## src/rtl/dmem_responder_if.sv

```systemverilog
// Memory-stage request structs and the single-outstanding data bus of the
// data-side responder.
// Bus handshake: dreq_valid is held with stable dreq_* fields until a cycle
// in which dresp_addr_ok=1 (request accepted). The transaction then ends on
// the first cycle with dresp_data_ok=1, which may be the acceptance cycle
// itself. Load data is valid on dresp_data only together with dresp_data_ok.
interface dmem_responder_if #(
  parameter int ADDR_W = 32,
  parameter int DATA_W = 32
);
  typedef struct packed {
    logic              valid;
    logic [ADDR_W-1:0] addr;
    logic [2:0]        size;
  } mem_read_req_t;

  typedef struct packed {
    logic                valid;
    logic [ADDR_W-1:0]   addr;
    logic [2:0]          size;
    logic [DATA_W-1:0]   data;
    logic [DATA_W/8-1:0] strobe;
  } mem_write_req_t;

  mem_read_req_t       mread;
  mem_write_req_t      mwrite;

  logic                dreq_valid;
  logic                dreq_write;
  logic [ADDR_W-1:0]   dreq_addr;
  logic [2:0]          dreq_size;
  logic [DATA_W/8-1:0] dreq_strobe;
  logic [DATA_W-1:0]   dreq_data;
  logic                dresp_addr_ok;
  logic                dresp_data_ok;
  logic [DATA_W-1:0]   dresp_data;

  // Responder side: takes pipeline requests, drives the bus request.
  modport master (
    input  mread, mwrite,
    input  dresp_addr_ok, dresp_data_ok, dresp_data,
    output dreq_valid, dreq_write, dreq_addr, dreq_size, dreq_strobe, dreq_data
  );

  // Environment side: pipeline request source plus the cache/uncached path.
  modport slave (
    output mread, mwrite,
    output dresp_addr_ok, dresp_data_ok, dresp_data,
    input  dreq_valid, dreq_write, dreq_addr, dreq_size, dreq_strobe, dreq_data
  );
endinterface

```

## src/rtl/dmem_responder.sv

```systemverilog
// Data-side responder for the memory stage. Issues one outstanding bus
// transaction per load/store, stalls the pipeline until the response is
// held, and drains transactions killed by a flush.
// Optional feature: define DMEM_ALIGN_CHECK_EN to keep misaligned requests
// off the bus (they complete immediately with rd=0).
module dmem_responder #(
  parameter int ADDR_W = 32,
  parameter int DATA_W = 32,
  parameter int CNT_W  = 32
) (
  input  logic              clk,
  input  logic              resetn,
  input  logic              m_advance,
  input  logic              flush,
  dmem_responder_if.master  bus,
  output logic [DATA_W-1:0] rd,
  output logic              stall_o,
  output logic [CNT_W-1:0]  busy_cycles,
  output logic [2:0]        dbg_state
);
  typedef enum logic [2:0] {
    S_IDLE  = 3'd0,
    S_REQ   = 3'd1,
    S_WAIT  = 3'd2,
    S_HOLD  = 3'd3,
    S_DRAIN = 3'd4
  } state_t;

  state_t              state;
  logic                discard_q;
  logic                write_q;
  logic [ADDR_W-1:0]   addr_q;
  logic [2:0]          size_q;
  logic [DATA_W/8-1:0] strobe_q;
  logic [DATA_W-1:0]   data_q;
  logic [DATA_W-1:0]   rd_q;
  logic [CNT_W-1:0]    busy_q;

  logic                req;
  logic                kill;
  logic                in_write;
  logic [ADDR_W-1:0]   in_addr;
  logic [2:0]          in_size;
  logic [DATA_W/8-1:0] in_strobe;
  logic                misaligned;

  assign req       = (bus.mread.valid | bus.mwrite.valid) & ~flush;
  assign kill      = discard_q | flush;
  assign in_write  = bus.mwrite.valid;
  assign in_addr   = in_write ? bus.mwrite.addr : bus.mread.addr;
  assign in_size   = in_write ? bus.mwrite.size : bus.mread.size;
  assign in_strobe = in_write ? bus.mwrite.strobe : '0;

`ifdef DMEM_ALIGN_CHECK_EN
  assign misaligned = ((in_size == 3'd1) && in_addr[0]) ||
                      ((in_size == 3'd2) && (|in_addr[1:0]));
`else
  assign misaligned = 1'b0;
`endif

  assign stall_o     = req & (state != S_HOLD);
  assign rd          = rd_q;
  assign busy_cycles = busy_q;
  assign dbg_state   = state;

  // Bus request: straight from the pipeline in IDLE, from latched copies in REQ.
  always_comb begin
    bus.dreq_valid  = 1'b0;
    bus.dreq_write  = write_q;
    bus.dreq_addr   = addr_q;
    bus.dreq_size   = size_q;
    bus.dreq_strobe = strobe_q;
    bus.dreq_data   = data_q;
    if (state == S_IDLE) begin
      bus.dreq_valid  = req & ~misaligned;
      bus.dreq_write  = in_write;
      bus.dreq_addr   = in_addr;
      bus.dreq_size   = in_size;
      bus.dreq_strobe = in_strobe;
      bus.dreq_data   = bus.mwrite.data;
    end else if (state == S_REQ) begin
      bus.dreq_valid  = 1'b1;
    end
  end

  // Transaction FSM; a killed transaction still runs to data_ok, then drops.
  always_ff @(posedge clk) begin
    if (!resetn) begin
      state     <= S_IDLE;
      discard_q <= 1'b0;
      write_q   <= 1'b0;
      addr_q    <= '0;
      size_q    <= '0;
      strobe_q  <= '0;
      data_q    <= '0;
      rd_q      <= '0;
    end else begin
      case (state)
        S_IDLE: begin
          if (req) begin
            write_q   <= in_write;
            addr_q    <= in_addr;
            size_q    <= in_size;
            strobe_q  <= in_strobe;
            data_q    <= bus.mwrite.data;
            discard_q <= 1'b0;
            if (misaligned) begin
              state <= S_HOLD;
              rd_q  <= '0;
            end else if (bus.dresp_addr_ok && bus.dresp_data_ok) begin
              state <= S_HOLD;
              if (!in_write) rd_q <= bus.dresp_data;
            end else if (bus.dresp_addr_ok) begin
              state <= S_WAIT;
            end else begin
              state <= S_REQ;
            end
          end
        end
        S_REQ: begin
          if (bus.dresp_addr_ok) begin
            discard_q <= 1'b0;
            if (bus.dresp_data_ok) begin
              if (kill) begin
                state <= S_IDLE;
              end else begin
                state <= S_HOLD;
                if (!write_q) rd_q <= bus.dresp_data;
              end
            end else begin
              state <= kill ? S_DRAIN : S_WAIT;
            end
          end else if (flush) begin
            discard_q <= 1'b1;
          end
        end
        S_WAIT: begin
          if (bus.dresp_data_ok) begin
            if (flush) begin
              state <= S_IDLE;
            end else begin
              state <= S_HOLD;
              if (!write_q) rd_q <= bus.dresp_data;
            end
          end else if (flush) begin
            state <= S_DRAIN;
          end
        end
        S_DRAIN: begin
          if (bus.dresp_data_ok) state <= S_IDLE;
        end
        S_HOLD: begin
          if (m_advance || flush) state <= S_IDLE;
        end
        default: state <= S_IDLE;
      endcase
    end
  end

  // Saturating count of pipeline stall cycles.
  always_ff @(posedge clk) begin
    if (!resetn) begin
      busy_q <= '0;
    end else if (stall_o && (busy_q != {CNT_W{1'b1}})) begin
      busy_q <= busy_q + {{(CNT_W-1){1'b0}}, 1'b1};
    end
  end

  // Protocol checks: one request kind at a time, data_ok only for a live transaction.
  a_one_req : assert property (@(posedge clk) disable iff (!resetn)
    !(bus.mread.valid && bus.mwrite.valid));
  a_idle_data_ok : assert property (@(posedge clk) disable iff (!resetn)
    !((state == S_IDLE) && bus.dresp_data_ok && !(bus.dreq_valid && bus.dresp_addr_ok)));
  a_hold_data_ok : assert property (@(posedge clk) disable iff (!resetn)
    !((state == S_HOLD) && bus.dresp_data_ok));
endmodule
```

## src/flat_wrapper.sv

```systemverilog
// flat-port wrapper written by rule: the top's interface ports become plain ports
module dmem_responder_flat 
#(
  parameter int ADDR_W = 32,
  parameter int DATA_W = 32,
  parameter int CNT_W  = 32
)
  (clk, resetn, m_advance, flush, rd, stall_o, busy_cycles, dbg_state, bus_mread, bus_mwrite, bus_dresp_addr_ok, bus_dresp_data_ok, bus_dresp_data, bus_dreq_valid, bus_dreq_write, bus_dreq_addr, bus_dreq_size, bus_dreq_strobe, bus_dreq_data);
  dmem_responder_if #(.ADDR_W(ADDR_W), .DATA_W(DATA_W)) bus_i ();
  input  logic clk;
  input  logic resetn;
  input  logic m_advance;
  input  logic flush;
  output logic [DATA_W-1:0] rd;
  output logic stall_o;
  output logic [CNT_W-1:0] busy_cycles;
  output logic [2:0] dbg_state;
  input wire logic [$bits(bus_i.mread)-1:0] bus_mread;
  input wire logic [$bits(bus_i.mwrite)-1:0] bus_mwrite;
  input wire logic [$bits(bus_i.dresp_addr_ok)-1:0] bus_dresp_addr_ok;
  input wire logic [$bits(bus_i.dresp_data_ok)-1:0] bus_dresp_data_ok;
  input wire logic [$bits(bus_i.dresp_data)-1:0] bus_dresp_data;
  output wire logic [$bits(bus_i.dreq_valid)-1:0] bus_dreq_valid;
  output wire logic [$bits(bus_i.dreq_write)-1:0] bus_dreq_write;
  output wire logic [$bits(bus_i.dreq_addr)-1:0] bus_dreq_addr;
  output wire logic [$bits(bus_i.dreq_size)-1:0] bus_dreq_size;
  output wire logic [$bits(bus_i.dreq_strobe)-1:0] bus_dreq_strobe;
  output wire logic [$bits(bus_i.dreq_data)-1:0] bus_dreq_data;
  assign bus_i.mread = bus_mread;
  assign bus_i.mwrite = bus_mwrite;
  assign bus_i.dresp_addr_ok = bus_dresp_addr_ok;
  assign bus_i.dresp_data_ok = bus_dresp_data_ok;
  assign bus_i.dresp_data = bus_dresp_data;
  assign bus_dreq_valid = bus_i.dreq_valid;
  assign bus_dreq_write = bus_i.dreq_write;
  assign bus_dreq_addr = bus_i.dreq_addr;
  assign bus_dreq_size = bus_i.dreq_size;
  assign bus_dreq_strobe = bus_i.dreq_strobe;
  assign bus_dreq_data = bus_i.dreq_data;
  dmem_responder #(.ADDR_W(ADDR_W), .DATA_W(DATA_W), .CNT_W(CNT_W)) u_core (.clk(clk), .resetn(resetn), .m_advance(m_advance), .flush(flush), .bus(bus_i), .rd(rd), .stall_o(stall_o), .busy_cycles(busy_cycles), .dbg_state(dbg_state));
endmodule
```

## config.mk

```make
export PLATFORM = sky130hd
export DESIGN_NAME = dmem_responder_flat
export DESIGN_NICKNAME = d
export VERILOG_FILES = /design/src/rtl/dmem_responder_if.sv /design/src/rtl/dmem_responder.sv /design/src/flat_wrapper.sv
export SDC_FILE = /design/constraint.sdc
export NUM_CORES = 1
export LEC_CHECK = 0
export CAP_MARGIN = 20
export CORE_UTILIZATION = 44
export CTS_CLUSTER_DIAMETER = 60
export DETAILED_ROUTE_END_ITERATION = 10
export GPL_ROUTABILITY_DRIVEN = 0
export HOLD_SLACK_MARGIN = 0.08
export PLACE_DENSITY = 0.82
export SLEW_MARGIN = 10
export SYNTH_ARGS = -nofsm -noshare
export SYNTH_HDL_FRONTEND = slang
export SYNTH_SLANG_ARGS = --single-unit
export TNS_END_PERCENT = 10
```

## constraint.sdc

```tcl
create_clock -name clk -period 2.5 [get_ports clk]
set_input_delay 0.25 -clock clk [delete_from_list [all_inputs] [get_ports clk]]
set_output_delay 0.25 -clock clk [all_outputs]
set_load 0.01 [all_outputs]
```

**Word-level counts from Yosys, hierarchy flattened**

Cells that the tools add are included.

- Register bits: 140
- Input bits: 146
- Output and inout port bits: 141
- Word-level logic and storage cells: 80

- $add $sub $neg: 1
- Eq/ne operators: 18
- Mux-type cells: 37
- Bitwise gates (word level): 5
- Reductions and logical operators: 10

Operator list:

| operator | count |
|---|---|
| $mux 32 | 12 |
| $pmux 32 s3 | 1 |
| $mux 3 | 11 |
| $add 32x1->32 const B | 1 |
| $ne 32x32->1 const B | 1 |
| $ne 2x2->1 const B | 8 |
| $pmux 3 s5 | 1 |
| $reduce_and 9->1 | 1 |
| $mux 4 | 2 |
| $eq 3x2->1 const B | 2 |
| $mux 1 | 6 |
| $mux 2 | 3 |
| $ne 3x3->1 const B | 2 |
| $reduce_and 5->1 | 1 |
| $ne 2x1->1 const B | 2 |
| $eq 3x1->1 const B | 1 |
| $eq 3x3->1 const B | 1 |
| $logic_not 3->1 | 1 |
| $ne 3x2->1 const B | 1 |
| $reduce_and 3->1 | 1 |
| $reduce_bool 3->1 | 1 |
| $and 1x1->1 | 2 |
| $logic_and 1x1->1 | 2 |
| $or 1x1->1 | 2 |
| 5 further kinds | 5 |

**Logic depth before layout (Yosys ltp)**

Gate-level depths: netlist (run 1).

- Depth in word-level cells: 5
- Depth in mapped cells: 8
- Depth with buffers taken out: 6

**Worst setup path before layout (run 1)**

Ideal clock, no wire load.

- Path kind: flip-flop to flip-flop
- Start point: register u_core.busy_q[0], in the netlist u_core.busy_cycles[0]
- End point: register u_core.busy_q[28], in the netlist u_core.busy_cycles[28]
- Setup time: 0.121 ns
- Arrival: 2.033 ns
- Data required time: 2.379 ns
- Slack: 0.345 ns
- Stages on the path, launching flop included: 8
- Path buffers: 1
- Clock period less this slack: 2.155 ns
- Cell sequence: dfxtp_1 > ha_1 > nand4_1 > or4b_1 > buf_4 > or4_1 > nand3_1 > o21ai_0

- Word-level cells in the longest chain between the ends: 2

RTL lines:

| item | RTL line | RTL |
|---|---|---|
| start: declaration | dmem_responder.sv:37 | `logic [CNT_W-1:0] busy_q;` |
| start signal: assignment | dmem_responder.sv:165 | `busy_q <= busy_q + {{(CNT_W-1){1'b0}}, 1'b1};` |
| parallel branches: the longest is 2 deep, another holds $add 32x1->32 | - |  |

Several ways; the timed one is not identified.
A chain may end at the register's enable or synchronous reset.

**Worst setup path in the final report (run 1)**

- Start point: register u_core.state[1], in the netlist u_core.dbg_state[1]
- End point: output port bus_dreq_strobe[3]

- Word-level cells in the longest chain between the ends: 2

RTL lines:

| item | RTL line | RTL |
|---|---|---|
| start: declaration | dmem_responder.sv:29 | `state_t state;` |
| start signal: assignment | dmem_responder.sv:131 | `state <= kill ? S_DRAIN : S_WAIT;` |
| $logic_not 3->1 | dmem_responder.sv:74 | `if (state == S_IDLE) begin` |
| $mux 4 | dmem_responder.sv:74 |  |
| end: declaration | flat_wrapper.sv:27 | `output wire logic [$bits(bus_i.dreq_strobe)-1:0] bus_dreq_strobe;` |

No other way between the ends.

==> flow_summary.toml, run 1 <==
[setup_path]
crit_chain = "buf_4, nor3_2, buf_12, nand3_1, nand2_1, clkdlybuf4s50_1"
critPathMaxFanout = 38
cp.arrival_ns = 2.21
r2r_start = "u_core.busy_cycles[0]$_SDFFE_PN0P_"
critPathMaxStageDelay_ns = 0.57
rr_worst_depth = 7
required_ns = 2.25
endpoint_kind = "output port"
start_kind = "flip-flop"
cp-startpoint = "u_core.dbg_state[1]$_SDFFE_PN0P_"
crit_type = "flip-flop to output port"
crit_path_top_delay_cell = "clkdlybuf4s50_1"
rr_endpoint = "u_core.busy_cycles[28]$_SDFFE_PN0P_"
r2r_slack_ns = 0.22

[yosys]
syn_avg_cell_area_um2 = 7.66
synth_edf_count = 0
synth-seq-cells = 140
yosysWarnings = 0
synthArstFlopShare = 0
synth_ff_type = "dfxtp_1"
seq_area_frac_synth = 0.402
synth.distinct_cells = 52
synth_cells = 911
syn-num-nets = 1058
synth_area_um2 = 6980

[timing]
timing.hold.ws_ns = 0.361
relSlewSlack = 0.609
fin_ws_ns = 0.0382
finClkSkew_ns = 0.00657
drv_slew = 0
post-route-period-util = 0.985
max_freq_mhz = 406
finalSetupViolCount = 0
fin_tns_setup_ns = 0
fin_crit_ns = 2.46
hold_viol = 0
worstMarginPinSlew_ns = 0.586
rsz0062_at_grt = "true"

[global_routing]
antenna_found_initial = 0
grt_pass1_vias = 6823
grt_overflow = 0
grt_max_degree = 151
track_usage = 0.260
grt_pass1_wl_mm = 33.6

[pwr]
ir_drop_v = 0.000468
powerDensity_nw_per_um2 = 812
p_sw_frac = 0.326
total_leakage_power_nw = 4.26
p_int_w = 0.00592
power.total_w = 0.00878
p_switching_w = 0.00286
power_frac_comb = 0.393
clkPwrFrac = 0.304
pwr-share-seq = 0.303

[die]
dieArea_um2 = 16400
rows = 45
chipHeight_um = 128
initial_core_util = 0.455
ios = 287
die_w_um = 128
core_area_um2 = 15300

[place]
portBuffers = 286
placed_cells = 1365
dp_hpwl_mm = 15.0
pre_cts_ws_ns = 0.0570

[route]
vias = 7259
dr.pass1.iters = 7
drtIter0Drc = 400
via_per_inst = 5.19
drc = 0
finalWirelength_mm = 21.7
ant_nets = 0
wl_per_cell_um = 15.5

[final_layout]
synthToLayoutAreaGrowth_pct = 55.1
seqCellArea_um2 = 2810
multi_input_area_um2 = 3890
drive_gt1_frac = 0.0640
final_cell_mix = "nand2_1, clkdlybuf4s50_1, dfxtp_1, o21ai_0, nand3_1"
n_antenna_cell = 0
fillers = 1248
layout_commonest_cell = "nand2_1"
finalNetCount = 1322
fin_cells = 1398

[clock_network]
cts_tree = "done"
cts_inserted_buffers = 17
clock_latency_ns = 0.42
clockBufferDepth = 2
clockRootBuffer = "clkbuf_16"
clkTransAtPathRegs_ns = 0.06
h-tree-depth = 4
numClockSinks = 140

[hold_path]
whs_path_depth = 3
min_path_type = "input pin to flip-flop"
min_to = "u_core.busy_cycles[13]$_SDFFE_PN0P_"
min_from = "resetn"

[status]
status = "completed"

[run]
max_cap_violations = 0
[power by group through the flow]
stage	registers, W	logic, W	clock network [W]
2_1_floorplan	0.00269	0.00163	0
3_5_place_dp	0.00269	0.00342	0
5_1_grt	0.00269	0.00376	0.00282
6_report	0.00266	0.00345	0.00267
3_3_place_gp	0.00267	0.00338	0
4_1_cts	0.00265	0.00350	0.00271
[worst max path at each step]
stage / cells past startpoint / endpoint
detailed placement: 7 / u_core.busy_cycles[19]$_SDFFE_PN0P_
floorplan: 7 / u_core.busy_cycles[28]$_SDFFE_PN0P_
global placement: 7 / u_core.busy_cycles[19]$_SDFFE_PN0P_
finish: 6 / bus_dreq_strobe[3]
global route: 6 / bus_dreq_strobe[3]
CTS: 4 / bus_dreq_addr[8]
[final cells by class]
type | instances | share of cell area
clock buffers | 20 | 0.0422
clock inverters | 11 | 0.0155
inverters | 7 | 0.00243
multi-input cells | 695 | 0.360
flip-flops and latches | 140 | 0.259
well taps | 211 | 0.0244
repair buffers | 314 | 0.297
[layer usage]
layer  vias up  track usage  wire length, um
met5         -            0                0
met4         0        0.109              549
met3        35       0.0772             1770
met2       289        0.449            10400
met1      3292        0.298             8960
li1       3643            -                -
[cell families (layout without fill, tap and decap cells)]
| family | after synthesis | after routing | synth area share |
|---|---|---|---|
| and+or+nand+nor | 451 | 452 | 0.284 |
| AOI/OAI and AO/OA | 180 | 180 | 0.181 |
| buffers and inverters | 77 | 352 | 0.0454 |
| muxes | 48 | 48 | 0.0689 |
| DFF | 140 | 140 | 0.402 |
| adders and majority gates | 1 | 1 | 0.00179 |
| xor gates and xnor gates | 14 | 14 | 0.0176 |
[sequential cells by signal (all words and copies together), names as in the netlist]
| name | cells |
|---|---|
| u_core.addr_q | 32 |
| u_core.busy_cycles | 32 |
| u_core.data_q | 32 |
| u_core.rd | 32 |
| u_core.strobe_q | 4 |
| u_core.dbg_state | 3 |
| u_core.size_q | 3 |
| u_core.discard_q | 1 |
| u_core.write_q | 1 |
[synthesized netlist by cell type, drive strengths merged, types with 6 or more instances]
master / n / area [um2]
o211a: 11 / 110
nand2b: 14 / 87.6
mux2i: 48 / 480
nor2: 48 / 183
and4: 6 / 52.6
nand4: 14 / 87.6
a211oi: 31 / 238
buf: 20 / 103
a21boi: 36 / 270
nand3: 55 / 275
a21oi: 9 / 45.0
nand2: 281 / 1050
nor4: 6 / 43.8
dfxtp: 140 / 2800
xnor2: 12 / 105
clkbuf: 50 / 188
o21ai: 73 / 365
inv: 7 / 26.3
[stage by stage]
stage	util	area (um2)
floorplan	-	6980
global placement	0.662	10100
detailed placement	0.662	10100
CTS	0.704	10800
global route	0.707	10800
finish	0.707	10800
[critical path: cells and delay by family, from the launching register on]
family	cells	cell delay, ns
buffers and inverters	3	1.01
AND/OR/NAND/NOR	3	0.42
flip-flops	1	0.35
[repair_timing]
| action | 4_1_cts | 5_1_grt |
|---|---|---|
| pin swaps | 1 | 0 |
| cloned | 1 | 0 |
| resized for setup | 1 | 15 |
| endpoints found under the hold margin | 0 | 0 |
| hold buffers | 0 | 0 |
| endpoints found under the setup margin | 58 | 32 |
| setup buffers | 1 | 0 |
Note: power is estimated with default switching activity, not from simulation.
==> run 2, diff against run 1 <==
--- a/config.mk
+++ b/config.mk
@@ -5,13 +5,14 @@
 export SDC_FILE = /design/constraint.sdc
 export NUM_CORES = 1
 export LEC_CHECK = 0
+export ABC_AREA = 1
 export CAP_MARGIN = 20
-export CORE_UTILIZATION = 44
+export CORE_UTILIZATION = 45
 export CTS_CLUSTER_DIAMETER = 60
 export DETAILED_ROUTE_END_ITERATION = 10
 export GPL_ROUTABILITY_DRIVEN = 0
-export HOLD_SLACK_MARGIN = 0.08
 export PLACE_DENSITY = 0.82
+export RECOVER_POWER = 100
 export SLEW_MARGIN = 10
 export SYNTH_ARGS = -nofsm -noshare
 export SYNTH_HDL_FRONTEND = slang
==> flow_summary.toml, run 2 <==
[clock_network]
clock_latency_ns = 0.41
clockBufferDepth = 2
cts_hold_buf = 0
h-tree-depth = 4
cts_tree = "done"
cts_inserted_buffers = 17
clkTransAtPathRegs_ns = 0.06
numClockSinks = 140
clockRootBuffer = "clkbuf_16"

[die]
core_area_um2 = 16100
initial_core_util = 0.468
dieArea_um2 = 17200
die_w_um = 131
ios = 287
rows = 46
chipHeight_um = 131

[route]
wl_per_cell_um = 13.7
drtIter0Drc = 581
drc = 0
via_per_inst = 5.02
finalWirelength_mm = 23.1
dr.pass1.iters = 5
ant_nets = 0
vias = 8475

[setup_path]
critPathMaxFanout = 28
crit_path_top_delay_cell = "clkdlybuf4s50_1"
crit_type = "flip-flop to output port"
endpoint_kind = "output port"
crit_chain = "nor2_4, nand2_4, inv_12, buf_12, nand2_1, o21ai_0, clkdlybuf4s50_1"
critPathMaxStageDelay_ns = 0.62
cp_num_buf_inv = 3
required_ns = 2.25
cpLargestDelayFamily = "buffers and inverters"
r2r_slack_ns = 0.25
start_kind = "flip-flop"
cp.arrival_ns = 2.15

[yosys]
seq_area_frac_synth = 0.373
synth-seq-cells = 140
syn_avg_cell_area_um2 = 6.22
synth_cells = 1206
synth.most_common_cell = "nand2_1"
synthArstFlopShare = 0
yosysWarnings = 0
synth_top_cell_area_share = 0.373
yosys-top-cells-count = "nand2_1, nor2_1, dfxtp_1"
synth.distinct_cells = 30
syn-num-nets = 1353
synth_area_um2 = 7510
synth_area_leaders = "dfxtp_1, nand2_1, o21ai_0"
synth_top_area_cell = "dfxtp_1"
synth_edf_count = 0
synth_ff_type = "dfxtp_1"

[final_layout]
utilization = 0.698
fillers = 1342
synthToLayoutAreaGrowth_pct = 49.4
final_cell_mix = "nand2_1, clkdlybuf4s50_1, nor2_1, dfxtp_1"
drive_gt1_frac = 0.0550
layout_commonest_cell = "nand2_1"
finalNetCount = 1608

[timing]
rsz0062_at_grt = "true"
fin_crit_ns = 2.40
hold_viol = 0
fin_tns_setup_ns = 0
finClkSkew_ns = 0.00559
relSlewSlack = 0.540
worstMarginPinSlew_ns = 0.690
post-route-period-util = 0.960
finalSetupViolCount = 0
drv_slew = 0
fin_ws_ns = 0.101
max_freq_mhz = 417

[place]
pre_cts_ws_ns = 0.195
dp_hpwl_mm = 16.2
portBuffers = 286

[global_routing]
track_usage = 0.265
grt_pass1_vias = 7634
antenna_found_initial = 1
grt_pass1_wl_mm = 37.2
grt_max_degree = 137
grt_overflow = 0

[hold_path]
min_path_type = "input pin to flip-flop"

[run]
max_cap_violations = 0

[status]
status = "completed"

[pwr]
ir_drop_v = 0.000830
total_leakage_power_nw = 4.72
powerDensity_nw_per_um2 = 1040
[run 2: changes by cell type after synthesis, moves of 31 or more]
cell      delta
o21ai_0     +59
inv_1      +124
a21boi_0    -36
a21oi_1     +86
nand3_1     -31
nand2_1     +78
mux2i_1     -48
nor2_1      +98
[run 2: cell type report]
| cell class | count | area (um2) | area share |
|---|---|---|---|
| Timing Repair inverter | 1 | 8.76 | 0.000781 |
| Tap cell | 216 | 270 | 0.0241 |
| Clock buffer | 19 | 453 | 0.0404 |
| Clock inverter | 11 | 169 | 0.0151 |
| Sequential cell | 140 | 2800 | 0.250 |
| Inverter | 138 | 532 | 0.0474 |
| Antenna cell | 1 | 2.50 | 0.000223 |
| Multi-Input combinational cell | 856 | 3850 | 0.344 |
| Timing Repair Buffer | 307 | 3120 | 0.278 |
[run 2: through the flow]
step           area (um2)  instances  total power, W  hold WS [ns]
6_report            11200       1689          0.0117         0.372
5_1_grt             11200       1689          0.0125         0.411
3_3_place_gp        10500       1653         0.00885         0.434
3_5_place_dp        10500       1653         0.00888         0.438
2_1_floorplan        7510       1206         0.00624         0.410
4_1_cts             11100       1683          0.0117         0.396
[run 2: worst reg2reg max path, stage by stage (launching register included)]
cell,delay [ns]
dfxtp_1,0.41
ha_1,0.23
nand2_1,0.08
nor2_2,0.19
nand2_2,0.13
nor2_4,0.17
nand2_2,0.21
nand2_4,0.25
inv_2,0.20
nand2_1,0.14
a21oi_1,0.08
[run 2: path summary, 6_finish.rpt]
| path | from | end | cells after the start |
|---|---|---|---|
| worst min register to register | u_core.data_q[2]$_SDFFE_PN0P_ | u_core.data_q[2]$_SDFFE_PN0P_ | 2 |
| worst max-delay path | u_core.dbg_state[2]$_SDFFE_PN0P_ | bus_dreq_addr[30] | 7 |
| worst min-delay path | resetn | u_core.addr_q[21]$_SDFFE_PN0P_ | 4 |
| worst max register to register | u_core.busy_cycles[0]$_SDFFE_PN0P_ | u_core.busy_cycles[31]$_SDFFE_PN0P_ | 10 |
[run 2: report_power, final]
group | leakage [nW] | internal (W) | switching, W
Sequential | 1.15 | 0.00272 | 0.000193
Clock | 0.293 | 0.00171 | 0.000963
Combinational | 3.28 | 0.00271 | 0.00340
[run 2: cell families after synthesis]
logic type	Yosys count	synth area share
DFF	140	0.373
buffers and inverters	211	0.116
xor gates and xnor gates	15	0.0175
AOI/OAI and AO/OA	251	0.170
adders and majority gates	1	0.00167
and+or+nand+nor	588	0.322
[run 2: what timing repair did]
item / 4_1_cts / 5_1_grt
gates cloned: 0 / 2
pin swaps: 0 / 2
gates resized for setup: 9 / 16
setup endpoints to repair: 62 / 55
buffers inserted: 0 / 3
[run 2: routing by layer]
layer	part of all wire	global-route usage
met1	0.42	0.324
met2	0.48	0.441
met3	0.078	0.0710
met4	0.026	0.103
met5	0	0
==> run 3, diff against run 2 <==
--- a/config.mk
+++ b/config.mk
@@ -7,11 +7,13 @@
 export LEC_CHECK = 0
 export ABC_AREA = 1
 export CAP_MARGIN = 20
-export CORE_UTILIZATION = 45
+export CELL_PAD_IN_SITES_DETAIL_PLACEMENT = 1
+export CELL_PAD_IN_SITES_GLOBAL_PLACEMENT = 1
+export CORE_UTILIZATION = 30
 export CTS_CLUSTER_DIAMETER = 60
 export DETAILED_ROUTE_END_ITERATION = 10
 export GPL_ROUTABILITY_DRIVEN = 0
-export PLACE_DENSITY = 0.82
+export PLACE_DENSITY_LB_ADDON = 0.1
 export RECOVER_POWER = 100
 export SLEW_MARGIN = 10
 export SYNTH_ARGS = -nofsm -noshare
==> flow_summary.toml, run 3 (same netlist as run 2, synthesis figures left out) <==
[route]
ant_nets = 0
wl_per_cell_um = 14.8
finalWirelength_mm = 26.7
dr.pass1.iters = 4
drc = 0
drtIter0Drc = 328
via_per_inst = 4.68
vias = 8412

[place]
dp_hpwl_mm = 19.0
portBuffers = 286
place_area_um2 = 10700

[setup_path]
r2r_slack_ns = 0.27
required_ns = 2.25
start_kind = "flip-flop"
critPathMaxFanout = 44
cp.arrival_ns = 2.19
endpoint_kind = "output port"
crit_type = "flip-flop to output port"

[pwr]
ir_drop_v = 0.000488
powerDensity_nw_per_um2 = 1020
total_leakage_power_nw = 5.19

[clock_network]
cts_tree = "done"
clockBufferDepth = 2
cts_inserted_buffers = 17
clock_latency_ns = 0.43
numClockSinks = 140
clkTransAtPathRegs_ns = 0.06
h-tree-depth = 4
clockRootBuffer = "clkbuf_16"

[timing]
drv_slew = 0
finClkSkew_ns = 0.0141
worstMarginPinSlew_ns = 0.549
finalSetupViolCount = 0
fin_tns_setup_ns = 0
post-route-period-util = 0.977
max_freq_mhz = 410
hold_viol = 0
relSlewSlack = 0.634
fin_crit_ns = 2.44
rsz0062_at_grt = "true"

[die]
rows = 57
initial_core_util = 0.307
core_area_um2 = 24500
ios = 287
dieArea_um2 = 25700
chipHeight_um = 160
die_w_um = 160

[final_layout]
synthToLayoutAreaGrowth_pct = 52.4
layout_commonest_cell = "nand2_1"
finalNetCount = 1610
n_antenna_cell = 0
design_area_um2 = 11400
final_cell_mix = "nand2_1, clkdlybuf4s50_1, nor2_1, dfxtp_1"
utilization = 0.468
fillers = 3162
drive_gt1_frac = 0.0556

[global_routing]
grt_pass1_vias = 8179
track_usage = 0.210
grt_overflow = 0
grt_max_degree = 137
grt_pass1_wl_mm = 43.2
antenna_found_initial = 2

[run]
max_cap_violations = 0

[status]
status = "completed"

[hold_path]
min_path_type = "input pin to flip-flop"
run 3: what timing repair did:
item | 4_1_cts | 5_1_grt
endpoints found under the setup margin | 60 | 61
hold buffers | 0 | 0
setup buffers | 1 | 0
gates resized for setup | 9 | 46
pin swaps | 0 | 2
run 3: layout make-up:
cell class / instances / area (um2) / share of cell area
clock buffers: 18 / 429 / 0.0375
inverters: 138 / 527 / 0.0460
clock inverters: 13 / 191 / 0.0167
well taps: 324 / 405 / 0.0354
flip-flops and latches: 140 / 2800 / 0.245
repair buffers: 311 / 3240 / 0.283
multi-input cells: 855 / 3840 / 0.336
run 3: final timing paths:
path / from / endpoint / cells after the start
max reg2reg: u_core.busy_cycles[1]$_SDFFE_PN0P_ / u_core.busy_cycles[26]$_SDFFE_PN0P_ / 11
max: u_core.dbg_state[2]$_SDFFE_PN0P_ / bus_dreq_addr[18] / 7
min reg2reg: u_core.data_q[23]$_SDFFE_PN0P_ / u_core.data_q[23]$_SDFFE_PN0P_ / 2
min: bus_mwrite[71] / u_core.write_q$_SDFFE_PN0P_ / 3
run 3: stage by stage:
stage                     setup WS (ns)  total power (W)  hold slack, ns  std cells
final                            0.0582           0.0116           0.292       1799
after global routing            -0.0732           0.0125           0.315       1799
after CTS                       0.00116           0.0120           0.285       1799
after detailed placement          0.248          0.00908           0.442       1767
after global placement            0.260          0.00901           0.435       1767
after floorplan                   0.726          0.00624           0.410       1206
run 3: per-layer routing:
layer  track usage  vias up  part of all wire
li1              -     4326                 -
met5             0        -           0.00049
met1         0.251     3859              0.43
met3        0.0730       24             0.075
met2         0.355      201              0.48
met4        0.0558        2             0.012
run 3: power breakdown:
group	switching [W]	internal (W)
sequential	0.000164	0.00272
clock	0.00107	0.00167
combinational	0.00343	0.00256
total	0.00466	0.00696
run 3: critical path, cell delays in order, from the launching register on:
cell	delay, ns
dfxtp_1	0.34
nor2_2	0.18
nand2_4	0.16
inv_8	0.15
buf_16	0.20
nand2_1	0.07
o21ai_0	0.08
clkdlybuf4s50_1	0.57
